## src/rtl/csr_unit.sv

```systemverilog
// ---------------------------------------------------------------------------
// csr_unit
// Machine-mode CSR file with interrupt trap entry and MRET return for a
// single-issue pipeline. Holds mstatus, mie, mtvec, mepc, mcause and mip.
// A two-state FSM (IDLE / REDIRECT) raises 'interrupt' while a trap is being
// taken. It then produces a one-cycle 'epc_taken' pulse with the redirect
// target on 'epc'.
//
// Build option:
//   CSR_VECTORED_EN  defined   -> mtvec[1:0] writable; MODE=1 vectors traps
//                                 to base + 4*cause code.
//                    undefined -> mtvec[1:0] hardwired to 0, direct mode only.
// ---------------------------------------------------------------------------
module csr_unit (
    input  logic        clk,
    input  logic        rst,
    input  logic [11:0] csr_addr,
    input  logic [1:0]  csr_op,
    input  logic [31:0] csr_wdata,
    input  logic        is_mret,
    input  logic [31:0] pc_ex,
    input  logic        timer_irq,
    input  logic        ext_irq,
    output logic [31:0] csr_rdata,
    output logic        interrupt,
    output logic        epc_taken,
    output logic [31:0] epc
);

    localparam logic [11:0] ADDR_MSTATUS = 12'h300;
    localparam logic [11:0] ADDR_MIE     = 12'h304;
    localparam logic [11:0] ADDR_MTVEC   = 12'h305;
    localparam logic [11:0] ADDR_MEPC    = 12'h341;
    localparam logic [11:0] ADDR_MCAUSE  = 12'h342;
    localparam logic [11:0] ADDR_MIP     = 12'h344;

    localparam logic [1:0] OP_NONE  = 2'b00;
    localparam logic [1:0] OP_WRITE = 2'b01;
    localparam logic [1:0] OP_SET   = 2'b10;
    localparam logic [1:0] OP_CLEAR = 2'b11;

`ifdef CSR_VECTORED_EN
    localparam logic [31:0] MTVEC_MASK = 32'hFFFF_FFFF;
`else
    localparam logic [31:0] MTVEC_MASK = 32'hFFFF_FFFC;
`endif

    typedef enum logic {
        IDLE,
        REDIRECT
    } state_t;

    state_t      r_state;
    state_t      w_nextState;

    logic        r_mstatusMie;
    logic        r_mstatusMpie;
    logic        r_mieMtie;
    logic        r_mieMeie;
    logic [31:0] r_mtvec;
    logic [31:0] r_mepc;
    logic [31:0] r_mcause;
    logic        r_mipMtip;
    logic        r_mipMeip;
    logic [31:0] r_epc;

    logic [31:0] w_mstatus;
    logic [31:0] w_mie;
    logic [31:0] w_mip;
    logic [31:0] w_csrNew;
    logic        w_extPending;
    logic        w_timerPending;
    logic        w_pending;
    logic [3:0]  w_code;
    logic [31:0] w_vecBase;
    logic [31:0] w_trapVector;
    logic        w_doTrap;
    logic        w_doMret;
    logic        w_csrWe;

    assign w_mstatus = {24'b0, r_mstatusMpie, 3'b0, r_mstatusMie, 3'b0};
    assign w_mie     = {20'b0, r_mieMeie, 3'b0, r_mieMtie, 7'b0};
    assign w_mip     = {20'b0, r_mipMeip, 3'b0, r_mipMtip, 7'b0};

    assign w_extPending   = r_mipMeip & r_mieMeie;
    assign w_timerPending = r_mipMtip & r_mieMtie;
    assign w_pending      = r_mstatusMie & (w_extPending | w_timerPending);
    assign w_code         = w_extPending ? 4'd11 : 4'd7;
    assign w_vecBase      = {r_mtvec[31:2], 2'b00};

`ifdef CSR_VECTORED_EN
    assign w_trapVector = (r_mtvec[1:0] == 2'b01) ? (w_vecBase + {26'b0, w_code, 2'b00})
                                                 : w_vecBase;
`else
    assign w_trapVector = w_vecBase;
`endif

    assign epc = r_epc;

    // Read mux: unimplemented addresses return zero.
    always_comb begin
        csr_rdata = 32'b0;
        case (csr_addr)
            ADDR_MSTATUS: csr_rdata = w_mstatus;
            ADDR_MIE:     csr_rdata = w_mie;
            ADDR_MTVEC:   csr_rdata = r_mtvec;
            ADDR_MEPC:    csr_rdata = r_mepc;
            ADDR_MCAUSE:  csr_rdata = r_mcause;
            ADDR_MIP:     csr_rdata = w_mip;
            default:      csr_rdata = 32'b0;
        endcase
    end

    // Read-modify-write value; write masks are applied per register at commit.
    always_comb begin
        w_csrNew = csr_rdata;
        case (csr_op)
            OP_WRITE: w_csrNew = csr_wdata;
            OP_SET:   w_csrNew = csr_rdata | csr_wdata;
            OP_CLEAR: w_csrNew = csr_rdata & ~csr_wdata;
            default:  w_csrNew = csr_rdata;
        endcase
    end

    // Next-state and trap/return decode; a trap flushes the EX instruction.
    always_comb begin
        w_nextState = r_state;
        interrupt   = 1'b0;
        epc_taken   = 1'b0;
        w_doTrap    = 1'b0;
        w_doMret    = 1'b0;
        w_csrWe     = 1'b0;
        case (r_state)
            IDLE: begin
                interrupt = w_pending;
                w_csrWe   = (csr_op != OP_NONE) && !w_pending;
                if (w_pending) begin
                    w_doTrap    = 1'b1;
                    w_nextState = REDIRECT;
                end else if (is_mret) begin
                    w_doMret    = 1'b1;
                    w_nextState = REDIRECT;
                end
            end
            REDIRECT: begin
                epc_taken   = 1'b1;
                w_nextState = IDLE;
            end
            default: w_nextState = IDLE;
        endcase
    end

    // State register.
    always_ff @(posedge clk) begin
        if (rst) begin
            r_state <= IDLE;
        end else begin
            r_state <= w_nextState;
        end
    end

    // Interrupt lines are registered once into mip.
    always_ff @(posedge clk) begin
        if (rst) begin
            r_mipMtip <= 1'b0;
            r_mipMeip <= 1'b0;
        end else begin
            r_mipMtip <= timer_irq;
            r_mipMeip <= ext_irq;
        end
    end

    // CSR commit, trap entry and MRET return; MRET's mstatus update overrides a same-cycle write.
    always_ff @(posedge clk) begin
        if (rst) begin
            r_mstatusMie  <= 1'b0;
            r_mstatusMpie <= 1'b0;
            r_mieMtie     <= 1'b0;
            r_mieMeie     <= 1'b0;
            r_mtvec       <= 32'b0;
            r_mepc        <= 32'b0;
            r_mcause      <= 32'b0;
            r_epc         <= 32'b0;
        end else begin
            if (w_csrWe) begin
                case (csr_addr)
                    ADDR_MSTATUS: begin
                        r_mstatusMie  <= w_csrNew[3];
                        r_mstatusMpie <= w_csrNew[7];
                    end
                    ADDR_MIE: begin
                        r_mieMtie <= w_csrNew[7];
                        r_mieMeie <= w_csrNew[11];
                    end
                    ADDR_MTVEC:  r_mtvec  <= w_csrNew & MTVEC_MASK;
                    ADDR_MEPC:   r_mepc   <= {w_csrNew[31:2], 2'b00};
                    ADDR_MCAUSE: r_mcause <= w_csrNew;
                    default: ;
                endcase
            end
            if (w_doTrap) begin
                r_mepc        <= {pc_ex[31:2], 2'b00};
                r_mcause      <= {1'b1, 27'b0, w_code};
                r_mstatusMpie <= r_mstatusMie;
                r_mstatusMie  <= 1'b0;
                r_epc         <= w_trapVector;
            end else if (w_doMret) begin
                r_mstatusMie  <= r_mstatusMpie;
                r_mstatusMpie <= 1'b1;
                r_epc         <= r_mepc;
            end
        end
    end

endmodule

```

## config.mk

```make
export PLATFORM = sky130hd
export DESIGN_NAME = csr_unit
export DESIGN_NICKNAME = d
export VERILOG_FILES = /design/src/rtl/csr_unit.sv
export SDC_FILE = /design/constraint.sdc
export NUM_CORES = 1
export LEC_CHECK = 0
export BUFFER_PORTS_ARGS = -buffer_cell sky130_fd_sc_hd__buf_4
export CAP_MARGIN = 15
export CELL_PAD_IN_SITES_DETAIL_PLACEMENT = 2
export CELL_PAD_IN_SITES_GLOBAL_PLACEMENT = 2
export CORE_MARGIN = 1.5
export CORE_UTILIZATION = 32
export DETAILED_ROUTE_END_ITERATION = 7
export PLACE_DENSITY_LB_ADDON = 0.12
export SYNTH_ARGS = -nofsm -noshare
export SYNTH_HDL_FRONTEND = slang
export SYNTH_SLANG_ARGS = --single-unit
export TNS_END_PERCENT = 100
```

## constraint.sdc

```tcl
create_clock -name clk -period 2.25 [get_ports clk]
set_input_delay 0.3375 -clock clk [delete_from_list [all_inputs] [get_ports clk]]
set_output_delay 0.3375 -clock clk [all_outputs]
set_load 0.1 [all_outputs]
```

== Word-level counts from Yosys, hierarchy flattened ==
Index checks and enable logic that the tools add are counted.

* Register bits after elaboration: 129
* Input bits: 83
* Output and inout bits: 66
* Logic and storage cells: 76

* Eq/ne operators: 9
* Mux-type cells: 28
* Bitwise operators: 8
* Reduce and logical (&&, ||, !) cells: 19

{| class="wikitable"
|+ Operators by type and width
! operator !! count
|-
| 32-bit two-way mux || 8
|-
| 32-bit case mux with 6 select lines || 1
|-
| 32-bit case mux with 3 select lines || 1
|-
| 12-bit by 10-bit == test with 1-bit output, second input constant || 6
|-
| 32-bit bitwise AND || 1
|-
| 32-bit NOT || 1
|-
| 32-bit OR || 1
|-
| 1-bit two-way mux || 16
|-
| 2-bit AND reduction || 7
|-
| 2-bit nonzero test || 7
|-
| 3-bit nonzero test || 2
|-
| 2-bit == test, second input constant || 2
|-
| 4-bit two-way mux || 1
|-
| 1-bit bitwise AND || 3
|-
| 2-bit by 1-bit == test with 1-bit output, second input constant || 1
|-
| 1-bit case mux with 2 select lines || 1
|-
| 2-bit OR reduction || 1
|-
| 1-bit logical AND || 1
|-
| 1-bit zero test || 1
|-
| 1-bit NOT || 1
|-
| 1-bit OR || 1
|}

== Logic depth before layout (Yosys ltp) ==
* Word-level depth: 9
* Depth in mapped cells: 9

== Worst setup path after synthesis ==
Ideal clock, no wire load.

* Path type: input port to flip-flop
* Start point: input csr_addr[3]
* End point: register r_mstatusMpie
* Arrival time: 3122 ps
* Required time: 2173 ps
* Setup slack: -949 ps
* Cell stages on the path: 7
* Cells stage by stage: or4_4 -> buf_6 -> or2_4 -> nor3_2 -> o211ai_2 -> or2_1 -> a41oi_2

* Cells in the longest elaborated chain, start to end: 8
* Elaborated cells between the ends (all ways): 16
* Those cells by class: eq/ne (6); mux (6); bitwise (2); reduce/logical (2)

{| class="wikitable"
|+ Ends and longest elaborated chain
! what !! line !! text
|-
| from (decl) || 17 || <nowiki>input logic [11:0] csr_addr,</nowiki>
|-
| 12-bit by 10-bit == test with 1-bit output || 103 || <nowiki>case (csr_addr)</nowiki>
|-
| 32-bit case mux with 6 select lines (*) || 103 ||
|-
| named net csr_rdata[7] || 24 || <nowiki>output logic [31:0] csr_rdata,</nowiki>
|-
| 32-bit bitwise AND / 32-bit OR (equally long branches) || 120, 119 ||
|-
| 32-bit case mux with 3 select lines (*) || 117 || <nowiki>case (csr_op)</nowiki>
|-
| 1-bit two-way mux (*) || 186 || <nowiki>case (csr_addr)</nowiki>
|-
| 1-bit two-way mux (*) || 185 || <nowiki>if (w_csrWe) begin</nowiki>
|-
| 1-bit two-way mux (*) || 207 || <nowiki>end else if (w_doMret) begin</nowiki>
|-
| 1-bit two-way mux (*) || 201 || <nowiki>if (w_doTrap) begin</nowiki>
|-
| to (signal assigned) || 189 || <nowiki>r_mstatusMpie <= w_csrNew[7];</nowiki>
|-
| to (signal assigned) || 204 || <nowiki>r_mstatusMpie <= r_mstatusMie;</nowiki>
|-
| to (decl) || 57 || <nowiki>logic r_mstatusMpie;</nowiki>
|}

The timed path passes the listed nets; every way through them passes the cells marked *. The select of a mux whose other input is x is not followed.
A chain may end at the register's enable or synchronous reset.

== Final worst setup path ==
* Start point: input csr_addr[7]
* End point: output csr_rdata[4]

* Cells in the longest elaborated chain, start to end: 2
* Elaborated cells between the ends (all ways): 7
* Those cells by class: eq/ne (6); mux (1)

{| class="wikitable"
|+ Ends and longest elaborated chain
! what !! line
|-
| 12-bit by 10-bit == test with 1-bit output || 103
|-
| 32-bit case mux with 6 select lines (*) || 103
|-
| to (decl) || 24
|}

Every way passes the cells marked *; elsewhere a longest branch is shown, timed or not.

==> summary.txt <==
STA
  • Final Max Slew Viols: 0
  • PnR worst setup slack: -0.0383 ns
  • Worst Max-Slew Pin Slew: roughly 0.76 ns
  • Slew HR: approximately 49%
  • RSZ-0062 raised after global routing: yes
  • Final min period: 2.29 ns
  • Hold WS: 0.131 ns
  • Final Hold Viols: 0
  • Crit share post-route: 102%
  • Max Freq: 0.437 GHz
  • Clock Skew: between 0.01 and 0.015 ns
  • Final setup viols: 14
  • Setup TNS: -0.186 ns

Layout
  • Most frequent cells in the layout: 160 x buf_4, 127 x dfxtp_1, 97 x nor2_1
  • Synth-to-Final Area Change: 49.0%
  • # fillers: 2105
  • Commonest non-fill, non-tap cell in the layout: buf_4
  • # diodes: 0
  • Nets: ~1000
  • Area taken by multi-input logic gates: 4090 um^2
  • Final Core Density: 48.7%
  • Non-filler cells in the finished layout: 1214
  • Storage cell area: approximately 2600 um^2
  • Cell area after layout: 9860 um^2
  • Fraction of layout cells with a size suffix above 1: 34.2%

Yosys
  • Mapped Cells: 786
  • Yosys reg bits: 129
  • Warnings, synthesis: 0
  • Top cells by area, synth: dfxtp_1 39%, a211oi_1 8.1%, nor2_1 7.2%, a22oi_1 5.9%, mux2i_1 5.3%
  • Unique masters post-synth: 52
  • FFs w/ async S/R, synth: 0%
  • Syn avg cell area: 8.42 um^2
  • Synth top area share: 39.0%
  • Post-synthesis sequential area ratio: 39.0%
  • Number of synthesized flops with an enable pin: 0
  • Most used flip-flop cell after synthesis: dfxtp_1
  • Mapped Area: 6620 um^2
  • Leading area contributor after synthesis: dfxtp_1

CTS
  • Reg clk slew, reported paths: approximately 0.060 ns
  • Cts bufs inserted: 17
  • Max Root-Sink Buffers: 2
  • Clock root cell: clkbuf_16
  • Depth of the CTS H-tree: 4
  • TritonCTS clock tree: done
  • Clock Sinks: 129
  • Worst skew pair latency: ~0.42 ns

Outcome
  • Status: finished, violations left
  • Failing checks: negative setup slack

Floorplan
  • Die area: 21600 um^2
  • Num rows: between 50 and 60
  • Overall die width: between 100 and 150 um
  • Core box area: about 20000 um^2
  • Chip height: 147 um
  • Initial Utilization: 32.7%
  • Top Ports: 149

Placement
  • Post-detail-place hpwl: 19600 um
  • Inst Count DP: 1177
  • GP Congestion: 0.802
  • DP Area: 8640 um^2
  • Number of port buffers: around 140

GRT
  • Remaining Overflow, GRT: 0
  • Antenna violations before repair: 0
  • Vias in the first global route: slightly above 8000
  • GRT Total Usage: 29.2%
  • Pin count of the biggest net entering global routing: 75
  • First-pass GRT wire length: slightly below 50000 um

Worst setup path
  • Reg2reg end: r_mepc[8]$_SDFFE_PP0P_
  • Crit path launch type: input pin
  • FF-to-FF setup slack: 0.09 ns
  • R2R cell count: 8
  • Critical path class: in -> out
  • Worst Path Required: 1.91 ns
  • CP Data Arrival Time: 1.95 ns
  • FF-to-FF Start: r_mipMeip$_SDFF_PP0_
  • CP max FO: 14
  • CP endpoint kind: primary output

Pwr
  • Leakage: 3.61 nW
  • Worst vdd ir: 0.479 mV
  • PwrDens: 624 nW/um^2

Min path
  • Worst hold path type: in -> reg
  • Hold EP: r_mipMtip$_SDFF_PP0_
  • Worst Hold Path Cells: 2
  • Min-delay src: timer_irq

Route
  • Routed wire length per instance: approximately 26 um
  • Vias after detailed routing: slightly above 7000
  • WL final: 31200 um
  • 1st-iter DRT viols: 417
  • Number of vias per cell: slightly below 6
  • DRC: 0
  • DR pass1 iterations: 4
  • Routed Antenna Nets: 0

Flow run
  • Max Cap Viol: 0
-- metrics by stage --
stage	setup slack [ns]	power, mW
finish	-0.0383	6.15
global route	-0.0744	6.32
CTS	-0.0442	6.17
detailed placement	-0.232	2.90
global placement	-0.208	2.89
floorplan	-0.477	2.61
-- how the worst max path moves through the flow --
stage                start                    endpoint  slack [ns]  cells past startpoint
6_report       csr_addr[7]                csr_rdata[4]       -0.04                      7
5_1_grt        csr_addr[7]                csr_rdata[4]       -0.07                      7
4_1_cts        csr_addr[7]               csr_rdata[18]       -0.04                      7
3_5_place_dp   csr_addr[3]               csr_rdata[19]       -0.23                      7
3_3_place_gp   csr_addr[3]               csr_rdata[14]       -0.21                      7
2_1_floorplan  csr_addr[3]  r_mstatusMpie$_SDFFE_PP0P_       -0.48                      7
-- cells by family (layout without fill, tap and decap cells) --
kind of cell,after synthesis,in the layout,synth area share [%]
simple gates,222,222,17.5
buf+inv,89,246,5.88
mux,36,36,5.46
compound gates,307,307,31.8
xor+xnor,2,2,0.265
flops,129,129,39.0
other cells,1,2,0.0567
-- flip-flops by register name (all words and copies together) (netlist names) --
register / count
r_mieMtie: 1
r_mipMtip: 1
r_mtvec: 30
r_state: 1
epc: 30
r_mcause: 32
r_mepc: 30
r_mieMeie: 1
r_mstatusMie: 1
r_mipMeip: 1
r_mstatusMpie: 1
-- per-layer routing --
| layer | vias up | GRT usage, % | wire length, um |
|---|---|---|---|
| met1 | 3726 | 35.0 | 13000 |
| met2 | 204 | 51.8 | 16100 |
| li1 | 3198 | - | - |
| met3 | 42 | 5.62 | 1470 |
| met4 | 0 | 10.1 | 623 |
| met5 | - | 0 | 0 |
-- cell usage after synthesis (2+ instances only) --
cell type,number
nand2b_1,6
buf_2,23
nor2b_1,6
a31oi_1,2
nor3_1,5
nand3b_1,33
nand3_1,2
clkbuf_1,57
o21ai_1,22
dfxtp_1,129
a211oi_1,71
nor3_2,3
nor4b_1,2
or2_1,2
a221oi_1,2
a2111oi_2,3
nor4bb_1,3
nor2_1,127
nand4bb_1,2
and3_1,8
xnor2_1,2
a22o_1,26
nand2_1,7
buf_6,2
buf_4,3
o22ai_1,3
a22oi_1,52
and2_4,2
a311oi_1,3
o21ai_0,35
o21a_1,27
inv_1,3
a21oi_1,58
mux2i_1,35
nor3b_1,3
-- layout make-up --
| cell class | count | share of cell area (%) |
|---|---|---|
| multi-input combinational | 569 | 41.5 |
| sequential | 129 | 26.2 |
| timing repair buffer | 210 | 21.7 |
| clock buffer | 20 | 4.63 |
| tap | 270 | 3.43 |
| clock inverter | 12 | 2.31 |
| inverter | 4 | 0.178 |
-- critical path: stages --
cell     delay (ns)
buf_6          0.09
or4_4          0.62
nor2_4         0.19
buf_12         0.19
a22oi_1        0.17
nor2_4         0.16
buf_12         0.18
-- where the power goes --
group,internal (mW),total (mW),switching (mW)
clock network,2.15,3.27,1.12
logic,0.234,0.586,0.352
registers,2.29,2.30,0.00718
-- repair_timing --
action	4_1_cts	5_1_grt
setup buffers	5	0
gates resized for setup	104	14
cloned	0	0
setup endpoints to repair	31	34
hold buffers	0	0
pin swaps	7	2
(Power assumes the default switching activity.)
